==> src/rtl/mdio_master.sv <==
`default_nettype none
// ============================================================================
// Module   : mdio_master
// Brief    : Clause 22 MDIO management master. Accepts one read or write
//            command over valid/ready and generates the MDC/MDIO frame.
//            A read returns its data with a one-cycle rd_valid_o strobe.
// Revision : 1.0 - initial release
// ============================================================================
module mdio_master #(
    parameter int CLK_DIV       = 25,
    parameter int PREAMBLE_BITS = 32
) (
    input  logic        clk_i,
    input  logic        arst_n_i,
    input  logic        cmd_valid_i,
    output logic        cmd_ready_o,
    input  logic        cmd_write_i,
    input  logic [4:0]  cmd_phy_addr_i,
    input  logic [4:0]  cmd_reg_addr_i,
    input  logic [15:0] cmd_wdata_i,
    output logic        rd_valid_o,
    output logic [15:0] rd_data_o,
    output logic        busy_o,
    output logic        mdc_o,
    output logic        mdio_o,
    output logic        mdio_oe_o,
    input  logic        mdio_i
);

    // Parameter legality is checked while elaborating.
    generate
        if (CLK_DIV < 4 || CLK_DIV > 255) begin : g_bad_clk_div
            $error("mdio_master: CLK_DIV must be within 4..255");
        end
        if (PREAMBLE_BITS < 0 || PREAMBLE_BITS > 32) begin : g_bad_preamble
            $error("mdio_master: PREAMBLE_BITS must be within 0..32");
        end
    endgenerate

    localparam logic [7:0] C_DIV_LAST = 8'(CLK_DIV - 1);
    localparam logic [5:0] C_PRE_LAST = (PREAMBLE_BITS == 0) ? 6'd0 : 6'(PREAMBLE_BITS - 1);

    typedef enum logic [2:0] {
        S_IDLE = 3'd0,
        S_PRE  = 3'd1,
        S_HDR  = 3'd2,
        S_TA   = 3'd3,
        S_DATA = 3'd4,
        S_DONE = 3'd5
    } state_t;

    state_t      r_state, w_state_nxt;
    logic [7:0]  r_div, w_div_nxt;
    logic        r_phase, w_phase_nxt;       // 0 = MDC low phase, 1 = high phase
    logic [5:0]  r_bit, w_bit_nxt;           // bit index within the current state
    logic [31:0] r_shift, w_shift_nxt;       // MSB is the bit currently on the wire
    logic        r_write, w_write_nxt;
    logic        r_mdio, w_mdio_nxt;
    logic        r_oe, w_oe_nxt;
    logic        r_rd_valid, w_rd_valid_nxt;
    logic [15:0] r_rd_data, w_rd_data_nxt;
    logic        r_sync1, r_sync2;

    logic        w_accept;
    logic        w_in_frame;
    logic        w_bit_end;
    logic [31:0] w_frame;
    logic [31:0] w_shifted;

    assign w_accept   = cmd_valid_i && (r_state == S_IDLE);
    assign w_in_frame = (r_state == S_PRE) || (r_state == S_HDR) ||
                        (r_state == S_TA)  || (r_state == S_DATA);
    // Last cycle of the high phase: sample point and bit boundary.
    assign w_bit_end  = w_in_frame && r_phase && (r_div == C_DIV_LAST);
    assign w_frame    = {2'b01, (cmd_write_i ? 2'b01 : 2'b10), cmd_phy_addr_i,
                         cmd_reg_addr_i, 2'b10, (cmd_write_i ? cmd_wdata_i : 16'h0000)};
    // Every bit boundary after the preamble shifts out one bit and shifts in
    // one sample, so after DATA the low half holds the read value.
    assign w_shifted  = {r_shift[30:0], r_sync2};

    // Two-flop synchroniser for the asynchronous MDIO pad input.
    always_ff @(posedge clk_i or negedge arst_n_i) begin
        if (!arst_n_i) begin
            r_sync1 <= 1'b1;
            r_sync2 <= 1'b1;
        end else begin
            r_sync1 <= mdio_i;
            r_sync2 <= r_sync1;
        end
    end

    // State and datapath registers.
    always_ff @(posedge clk_i or negedge arst_n_i) begin
        if (!arst_n_i) begin
            r_state    <= S_IDLE;
            r_div      <= 8'd0;
            r_phase    <= 1'b0;
            r_bit      <= 6'd0;
            r_shift    <= 32'd0;
            r_write    <= 1'b0;
            r_mdio     <= 1'b1;
            r_oe       <= 1'b0;
            r_rd_valid <= 1'b0;
            r_rd_data  <= 16'h0000;
        end else begin
            r_state    <= w_state_nxt;
            r_div      <= w_div_nxt;
            r_phase    <= w_phase_nxt;
            r_bit      <= w_bit_nxt;
            r_shift    <= w_shift_nxt;
            r_write    <= w_write_nxt;
            r_mdio     <= w_mdio_nxt;
            r_oe       <= w_oe_nxt;
            r_rd_valid <= w_rd_valid_nxt;
            r_rd_data  <= w_rd_data_nxt;
        end
    end

    // Next-state logic; MDIO outputs are updated only at bit boundaries so
    // they change exactly when MDC falls.
    always_comb begin
        w_state_nxt    = r_state;
        w_div_nxt      = r_div;
        w_phase_nxt    = r_phase;
        w_bit_nxt      = r_bit;
        w_shift_nxt    = r_shift;
        w_write_nxt    = r_write;
        w_mdio_nxt     = r_mdio;
        w_oe_nxt       = r_oe;
        w_rd_valid_nxt = 1'b0;
        w_rd_data_nxt  = r_rd_data;

        if (w_in_frame) begin
            if (r_div == C_DIV_LAST) begin
                w_div_nxt   = 8'd0;
                w_phase_nxt = ~r_phase;
            end else begin
                w_div_nxt = r_div + 8'd1;
            end
        end

        case (r_state)
            S_IDLE: begin
                if (w_accept) begin
                    w_write_nxt = cmd_write_i;
                    w_shift_nxt = w_frame;
                    w_div_nxt   = 8'd0;
                    w_phase_nxt = 1'b0;
                    w_bit_nxt   = 6'd0;
                    w_oe_nxt    = 1'b1;
                    if (PREAMBLE_BITS == 0) begin
                        w_state_nxt = S_HDR;
                        w_mdio_nxt  = w_frame[31];
                    end else begin
                        w_state_nxt = S_PRE;
                        w_mdio_nxt  = 1'b1;
                    end
                end
            end
            S_PRE: begin
                if (w_bit_end) begin
                    w_oe_nxt = 1'b1;
                    if (r_bit == C_PRE_LAST) begin
                        w_state_nxt = S_HDR;
                        w_bit_nxt   = 6'd0;
                        w_mdio_nxt  = r_shift[31];
                    end else begin
                        w_bit_nxt  = r_bit + 6'd1;
                        w_mdio_nxt = 1'b1;
                    end
                end
            end
            S_HDR: begin
                if (w_bit_end) begin
                    w_shift_nxt = w_shifted;
                    w_mdio_nxt  = r_shift[30];
                    if (r_bit == 6'd13) begin
                        w_state_nxt = S_TA;
                        w_bit_nxt   = 6'd0;
                        w_oe_nxt    = r_write;
                    end else begin
                        w_bit_nxt = r_bit + 6'd1;
                    end
                end
            end
            S_TA: begin
                if (w_bit_end) begin
                    w_shift_nxt = w_shifted;
                    w_mdio_nxt  = r_write ? r_shift[30] : 1'b1;
                    w_oe_nxt    = r_write;
                    if (r_bit == 6'd1) begin
                        w_state_nxt = S_DATA;
                        w_bit_nxt   = 6'd0;
                    end else begin
                        w_bit_nxt = r_bit + 6'd1;
                    end
                end
            end
            S_DATA: begin
                if (w_bit_end) begin
                    w_shift_nxt = w_shifted;
                    if (r_bit == 6'd15) begin
                        w_state_nxt = S_DONE;
                        w_bit_nxt   = 6'd0;
                        w_mdio_nxt  = 1'b1;
                        w_oe_nxt    = 1'b0;
                        if (!r_write) begin
                            w_rd_data_nxt  = w_shifted[15:0];
                            w_rd_valid_nxt = 1'b1;
                        end
                    end else begin
                        w_bit_nxt  = r_bit + 6'd1;
                        w_mdio_nxt = r_write ? r_shift[30] : 1'b1;
                    end
                end
            end
            S_DONE: begin
                w_state_nxt = S_IDLE;
                w_div_nxt   = 8'd0;
                w_phase_nxt = 1'b0;
            end
            default: begin
                w_state_nxt = S_IDLE;
            end
        endcase
    end

    assign cmd_ready_o = (r_state == S_IDLE);
    assign busy_o      = ~cmd_ready_o;
    assign mdc_o       = r_phase;
    assign mdio_o      = r_mdio;
    assign mdio_oe_o   = r_oe;
    assign rd_valid_o  = r_rd_valid;
    assign rd_data_o   = r_rd_data;

endmodule
`default_nettype wire

==> config.mk <==
export PLATFORM = sky130hd
export DESIGN_NAME = mdio_master
export DESIGN_NICKNAME = d
export VERILOG_FILES = /design/src/rtl/mdio_master.sv
export SDC_FILE = /design/constraint.sdc
export NUM_CORES = 1
export LEC_CHECK = 0
export BUFFER_PORTS_ARGS = -buffer_cell sky130_fd_sc_hd__buf_4
export CELL_PAD_IN_SITES_DETAIL_PLACEMENT = 0
export CELL_PAD_IN_SITES_GLOBAL_PLACEMENT = 1
export CORE_MARGIN = 2
export CORE_UTILIZATION = 25
export DETAILED_ROUTE_END_ITERATION = 12
export GPL_ROUTABILITY_DRIVEN = 0
export PLACE_DENSITY_LB_ADDON = 0.12
export SLEW_MARGIN = 20
export SYNTH_ARGS = -nofsm -noshare
export SYNTH_HDL_FRONTEND = slang
export SYNTH_SLANG_ARGS = --single-unit
==> constraint.sdc <==
create_clock -name clk_i -period 3.4 [get_ports clk_i]
set_input_delay 0.51 -clock clk_i [delete_from_list [all_inputs] [get_ports clk_i]]
set_output_delay 0.51 -clock clk_i [all_outputs]
set_load 0.05 [all_outputs]
### After elaboration in Yosys (flattened, before gate mapping)

Index checks and enable logic that the tools add are counted.

| word-level totals | value |
|---|---|
| flip-flop bits (word level) | 72 |
| output and inout bits | 22 |

| cells by class | value |
|---|---|
| $add $sub $neg | 2 |
| equality and inequality tests | 20 |
| mux-type cells | 53 |
| bitwise operators | 3 |
| reductions and logical operators | 16 |

Operators by type and width:

| cell | count |
|---|---|
| $mux W32 | 2 |
| $pmux W32 S2 | 1 |
| $mux W6 | 9 |
| $pmux W6 S5 | 1 |
| $mux W3 | 9 |
| $mux W8 | 3 |
| $mux W1 | 21 |
| $mux W16 | 1 |
| $pmux W8 S2 | 1 |
| $pmux W3 S5 | 1 |
| $eq A6 B4 Y1 const B | 2 |
| $ne A2 B1 Y1 const B | 6 |
| $pmux W1 S5 | 2 |
| $reduce_and A9 Y1 | 1 |
| $add A8 B1 Y8 const B | 1 |
| $eq A8 B5 Y1 const B | 1 |
| $ne A2 B2 Y1 const B | 4 |
| $reduce_and A8 Y1 | 1 |
| $add A6 B1 Y6 const B | 1 |
| $eq A3 B2 Y1 const B | 2 |
| $eq A3 B3 Y1 const B | 2 |
| $eq A6 B1 Y1 const B | 1 |
| $eq A6 B5 Y1 const B | 1 |
| $reduce_and A6 Y1 | 1 |
| other kinds (13) | 19 |

### Logic depth before layout (Yosys ltp)

Gate-level depths: netlist (run 1).

| depth | value |
|---|---|
| word-level depth | 8 |
| depth in mapped cells | 10 |

### Worst setup path before layout (run 1)

Ideal clock, no wire load.

| timing path | value |
|---|---|
| path type | register -> output |
| from | register r_state[2] |
| to | output port cmd_ready_o |
| arrival time | 1.916 ns |
| required time | 2.890 ns |
| setup slack | 0.974 ns |
| cell stages (with the launch flop) | 6 |
| path buffers | 3 |
| cells stage by stage | dfrtp_1 buf_2 buf_1 clkbuf_1 or3_1 inv_1 |

| between the ends | value |
|---|---|
| longest elaborated chain between the ends | 1 |

RTL lines:

| element | line | RTL |
|---|---|---|
| start, declared | 52 | `state_t r_state, w_state_nxt;` |
| start signal, assigned | 106 | `r_state <= w_state_nxt;` |
| $logic_not A3 Y1 | 228 | `assign cmd_ready_o = (r_state == S_IDLE);` |
| end, declared | 16 | `output logic cmd_ready_o,` |

No other way between the ends.

### Worst setup path after layout (run 1)

| timing path | value |
|---|---|
| from | register r_state[0] |
| to | register r_rd_data[7] (netlist: rd_data_o[7]) |

| between the ends | value |
|---|---|
| longest elaborated chain between the ends | 7 |

RTL lines:

| element | line | RTL |
|---|---|---|
| $eq A3 B1 Y1 / $eq A3 B2 Y1 (equally long branches) | 71 | `assign w_in_frame = (r_state == S_PRE) \|\| (r_state == S_HDR) \|\|` |
| $logic_or A1 B1 Y1 (2 in series) | 71 |  |
| $logic_or A1 B1 Y1 | 72 | `(r_state == S_TA) \|\| (r_state == S_DATA);` |
| $logic_and A1 B1 Y1 (2 in series) | 74 | `assign w_bit_end = w_in_frame && r_phase && (r_div == C_DIV_LAST);` |
| $reduce_and A4 Y1 (no line) (*) | n/a |  |
| end signal, assigned | 115 | `r_rd_data <= w_rd_data_nxt;` |
| end, declared | 61 | `logic [15:0] r_rd_data, w_rd_data_nxt;` |

Mark *: on every way between the ends. The rest lies on a longest branch, timed or not.
A chain may end at the register's enable or synchronous reset.

==> results of run 1 <==
sequential cells by signal, summed over array words and instances, names as in the netlist:
name and flops:
mdio_o 1, rd_valid_o 1, r_sync1 1, r_state 3
r_sync2 1, r_bit 6, r_div 8, mdc_o 1
r_write 1, rd_data_o 16, mdio_oe_o 1, r_shift 32
stage by stage:
| step | utilization, % | hold WS, ps | setup WS (ps) | power [mW] |
|---|---|---|---|---|
| after floorplan | - | 214 | 974 | 1.87 |
| after global placement | 29.9 | 348 | 1020 | 2.15 |
| after detailed placement | 29.9 | 354 | 1030 | 2.16 |
| after CTS | 32.0 | 286 | 1020 | 3.17 |
| after global routing | 32.0 | 284 | 821 | 3.33 |
| final | 32.0 | 294 | 1050 | 3.12 |
synthesized netlist by cell type, types with 2 or more instances:
cell type and instances:
o22ai_1 3, or3b_2 2, and3_1 5, inv_1 10, dfrtp_1 69, dfstp_2 3, nor3b_1 5, or3_1 2
o31ai_1 2, xor2_1 6, mux2_2 9, buf_2 8, mux2_4 10, a31o_2 3, nand2_1 46, or2_2 3
a22oi_1 2, o211ai_1 2, nand3_1 19, clkbuf_1 13, a31oi_1 31, o21ai_0 11, nor3_1 4, o21a_1 2
nand2b_1 2, a211oi_1 2, nor2b_1 2, nor2_1 52, a21oi_1 8, nand3b_1 2, xnor2_1 2, nand4_1 4
a22o_1 4, ha_1 4
layer usage:
metal	track usage, %	vias to the layer above	wire [µm]
met3	2.52	13	303
li1	-	1409	-
met5	0	-	0
met2	19.1	46	4070
met1	17.3	1385	4470
met4	6.11	0	179
final timing paths:
path | startpoint | endpoint | cells past startpoint
worst max-delay path | r_state[0] | rd_data_o[7] | 4
worst min-delay path | mdio_i | r_sync1 | 1
worst max register to register | r_state[0] | rd_data_o[7] | 4
worst min register to register | r_sync1 | r_sync2 | 0
max in group asynchronous | arst_n_i | r_shift[29] | 1
min in group asynchronous | arst_n_i | r_div[3] | 1
critical path: stages (launching register included):
cell	delay, ps
dfrtp_1	480
buf_4	230
or3b_2	540
or4_4	620
mux2_4	350
area by class of cell:
type | instances | area share (%)
Clock buffer | 11 | 5.20
Clock inverter | 3 | 1.54
Timing Repair Buffer | 60 | 10.3
Sequential cell | 72 | 40.3
Inverter | 10 | 0.838
Tap cell | 180 | 5.03
Multi-Input combinational cell | 267 | 36.8
kinds of logic after synthesis:
kind of cell               after synthesis  synth area share [%]
DFF                                     72                  50.0
AOI/OAI and AO/OA                       79                  14.4
adders and majority gates                4                  1.39
buffers and inverters                   34                  4.47
xor gates and xnor gates                 8                  1.94
muxes                                   20                  7.24
and+or+nand+nor                        156                  20.5
power by group:
part	total [mW]	switching, mW	internal [mW]
clock	0.994	0.357	0.636
sequential	1.29	0.199	1.09
combinational	0.836	0.476	0.360
==> impl_metrics.csv, run 1 <==
group,metric,value,unit
critical_path,reg2reg_setup_slack,1050,ps
die,num_rows,43,
logic_synthesis,ys.flop_type,"dfrtp_1",
die,die_h,124,µm
detailed_routing,ant_nets,0,
critical_path,arrival,2570,ps
outcome,status,"finished, final reports clean",
power,p_leak,2.02,nW
die,dieArea,15400,µm²
detailed_routing,wl,9020,µm
logic_synthesis,synth_edf_count,0,
logic_synthesis,ys_seq_elements,72,
logic_synthesis,synth_top_area_share,47.8,%
global_route,grt_use_total,12.7,%
placed_design,dp_hpwl,6060,µm
die,fp.coreArea,14000,µm²
clock_network,clkSinkCount,72,
final_layout,multi_input_area,1650,µm²
logic_synthesis,ys_seq_area_share,50.0,%
final_layout,antenna_cells,0,
logic_synthesis,synth_cell_type_count,55,
timing,fin_crit_sh,69.1,%
timing,setup_viol,0,
final_layout,area_growth,24.0,%
detailed_routing,firstDrtPassIters,4,
global_route,grt_pass1_vias,2817,
clock_network,clk-insertion-delay-late,340,ps
timing,skew,6.40,ps
logic_synthesis,synthArstFlopShare,100,%
die,die_w,124,µm
timing,period_needed,2350,ps
timing,slew_headroom,37.6,%
logic_synthesis,synth_area,3610,µm²
final_layout,register_area,1810,µm²
final_layout,mostFrequentLayoutCell,"dfrtp_1",
final_layout,drive_gt1_share,25.8,%
final_layout,design_area,4480,µm²
timing,grt_setup_unrepaired,"no",
timing,tightest_slew,937,ps
critical_path,cp_max_fo,16,
timing,drv_slew,0,
placed_design,dp_cells,589,
clock_network,cts_resized,0,
detailed_routing,viasPerCell,4.73,
die,start_util,25.8,%
final_layout,stdcell_count,603,
clock_network,post_cts_buffers,0,
detailed_routing,drc_errors,0,
final_layout,mostFrequentLayoutCells,"69 x dfrtp_1, 59 x buf_4, 51 x nor2_1",
clock_network,clock_path_buffers,2,
global_route,grt-ovfl-total,0,
clock_network,h-tree-depth,3,
logic_synthesis,synth_warnings,0,
logic_synthesis,syn_nets,408,
clock_network,root_buffer,"clkbuf_16",
power,ir_drop,0.000244,V
power,p_per_area,696,nW/µm²
logic_synthesis,synthTopCellsByArea,"dfrtp_1 48%, nor2_1 5.4%, a31oi_1 5.4%",
logic_synthesis,syn_area_per_cell,9.68,µm²
critical_path,end_kind,"register",
clock_network,clk_pin_slew_worst_paths,60,ps
die,ios,53,
global_route,grt_pass1_wl,14800,µm
placed_design,dpl-instance-area,4180,µm²
logic_synthesis,yosys.area.top_type,"dfrtp_1",
critical_path,critPathLaunchType,"register",
run,cap_violations,0,
critical_path,cp.required,3620,ps
timing,hold_viol_final,0,
clock_network,cts_buffers,9,
timing,max_freq,426,MHz
detailed_routing,wl_per_cell,15.0,µm
placed_design,port_buffers,52,
final_layout,fillerInstances,1464,
global_route,antenna_found_initial,0,
detailed_routing,vias,2853,
worst_hold_path,worstHoldPathType,"primary input to register",
logic_synthesis,postSynthCellCount,373,
critical_path,critPathKind,"register to register",
global_route,grt_start_max_net_pins,73,
clock_network,cts_tree,"built",
clock_network,ctsHoldBuffers,0,
detailed_routing,first_iter_violations,181,
timing,tns,0,ps
final_layout,fin_nets,455,
Note: power is estimated with default switching activity, not from simulation.
==> run 2, diff against run 1 <==
clock period = 2.2 ns   (was 3.4 ns; I/O delays follow)
==> run 2 against run 1 <==
Against the previous run:
- hold slack lost 200 ps
- sequential cell count is the same
- fmax grew 11%
- sequential share of layout area shrank 2.2 points
- die area is the same
- utilization grew 1.9 points
- non-clock buffer count grew 24
- sequential power grew 52%
- global-route usage grew 0.37 points
- power grew 63%
- final cell count grew 4.5%
- clock skew grew 0.51 ps
- largest power group unchanged
- highest routed layer unchanged
==> impl_metrics.csv, run 2 (same netlist as run 1, synthesis figures left out) <==
group,metric,value,unit
critical_path,cp.required,2420,ps
detailed_routing,wl,9620,µm
critical_path,critPathLaunchType,"register",
placed_design,dp_hpwl,6510,µm
critical_path,worstPathCellList,"ha_2, nand3_2, or3_4, or4_4, mux2_4",
global_route,grt_start_max_net_pins,39,
critical_path,worst_path_max_delay_cell,"or4_4",
final_layout,largest_reg_flops,32,
placed_design,dpl_worst_slack,46.2,ps
timing,grt_setup_unrepaired,"no",
worst_hold_path,worstHoldPathType,"primary input to register",
final_layout,fillerInstances,1453,
global_route,grt-ovfl-total,0,
final_layout,drive_gt1_share,31.6,%
die,die_h,124,µm
timing,max_freq,473,MHz
clock_network,clk_pin_slew_worst_paths,60,ps
run,cap_violations,0,
power,p_leak,2.15,nW
final_layout,antenna_cells,0,
final_layout,area_growth,31.4,%
clock_network,post_cts_buffers,0,
placed_design,dp_cells,612,
critical_path,cp_top_family,"simple AND/OR/NAND/NOR gates",
outcome,status,"finished, final reports clean",
critical_path,critPathKind,"register to register",
timing,worst_slack,84.4,ps
detailed_routing,viasPerCell,4.69,
timing,period_needed,2120,ps
clock_network,root_buffer,"clkbuf_16",
critical_path,cp_max_fo,8,
power,power,5.07,mW
detailed_routing,first_iter_violations,194,
placed_design,dpl-instance-area,4390,µm²
critical_path,arrival,2340,ps
detailed_routing,firstDrtPassIters,4,
detailed_routing,wl_per_cell,15.3,µm
timing,fin_crit_sh,96.2,%
critical_path,path_buf_inv,0,
die,fp.coreArea,14000,µm²
timing,setup_viol,0,
final_layout,final_util,33.9,%
timing,tightest_slew,505,ps
die,die_w,124,µm
die,start_util,25.8,%
power,p_per_area,1070,nW/µm²
placed_design,port_buffers,52,
final_layout,regMostFlops,"r_shift",
detailed_routing,vias,2952,
detailed_routing,drc_errors,0,
critical_path,end_kind,"register",
timing,skew,6.91,ps
power,ir_drop,0.000438,V
timing,slew_headroom,66.3,%
global_route,antenna_found_initial,0,
clock_network,cts_buffers,9,
die,num_rows,43,
final_layout,fin_nets,480,
detailed_routing,ant_nets,0,
global_route,grt_pass1_vias,3009,
final_layout,design_area,4740,µm²
clock_network,cts_tree,"built",
clock_network,h-tree-depth,3,
clock_network,clk-insertion-delay-late,340,ps
final_layout,stdcell_count,630,
critical_path,critPathMaxStageDelay,620,ps
final_layout,mostFrequentLayoutCells,"80 x buf_4, 69 x dfrtp_1, 50 x nor2_1",
final_layout,mostFrequentLayoutCell,"buf_4",
timing,drv_slew,0,
timing,hold_viol_final,0,
die,dieArea,15400,µm²
global_route,grt_pass1_wl,15300,µm
global_route,grt_use_total,13.0,%
timing,holdWs,97.3,ps
timing,tns,0,ps
die,ios,53,
clock_network,clock_path_buffers,2,
clock_network,clkSinkCount,72,
==> run 2: layer usage <==
layer	share of wire [%]	track usage, %
met5	0	0
met4	1.6	5.06
met3	4.5	2.88
met2	45	20.3
met1	49	17.5
==> run 2: cell type report <==
type                            instances  area (µm²)  share of cell area (%)
Inverter                               10        41.3                   0.870
Clock buffer                            9         225                    4.75
Timing Repair Buffer                   84         671                    14.1
Sequential cell                        72        1810                    38.1
Clock inverter                          7         104                    2.19
Tap cell                              180         225                    4.75
Multi-Input combinational cell        268        1670                    35.2
==> run 2: worst paths after layout <==
path                           endpoint  slack (ps)     start  depth (start not counted)
setup / recovery           rd_data_o[5]          80  r_bit[1]                          5
hold / removal                  r_sync1         100    mdio_i                          1
setup reg to reg           rd_data_o[5]          80  r_bit[1]                          5
hold reg to reg                 r_sync2         370   r_sync1                          0
max in group asynchronous    r_state[1]        1100  arst_n_i                          3
min in group asynchronous      r_div[2]         510  arst_n_i                          2
==> run 2: worst register-to-register path, delay by kind of cell (launching register included) <==
family / cells / cell delay, ps
adders and majority gates: 1 / 210
and+or+nand+nor: 3 / 1070
DFF: 1 / 370
muxes: 1 / 340
==> run 2: timing repair <==
| item | CTS | global route |
|---|---|---|
| setup endpoints to repair | 0 | 20 |
| hold endpoints to repair | 32 | 0 |
| gates resized for setup | 0 | 3 |
| hold buffers | 1 | 0 |
==> run 2: report_power, final <==
part / total (mW) / switching [mW] / internal [mW]
registers: 1.96 / 0.277 / 1.68
clock network: 1.63 / 0.620 / 1.01
logic: 1.48 / 0.820 / 0.665
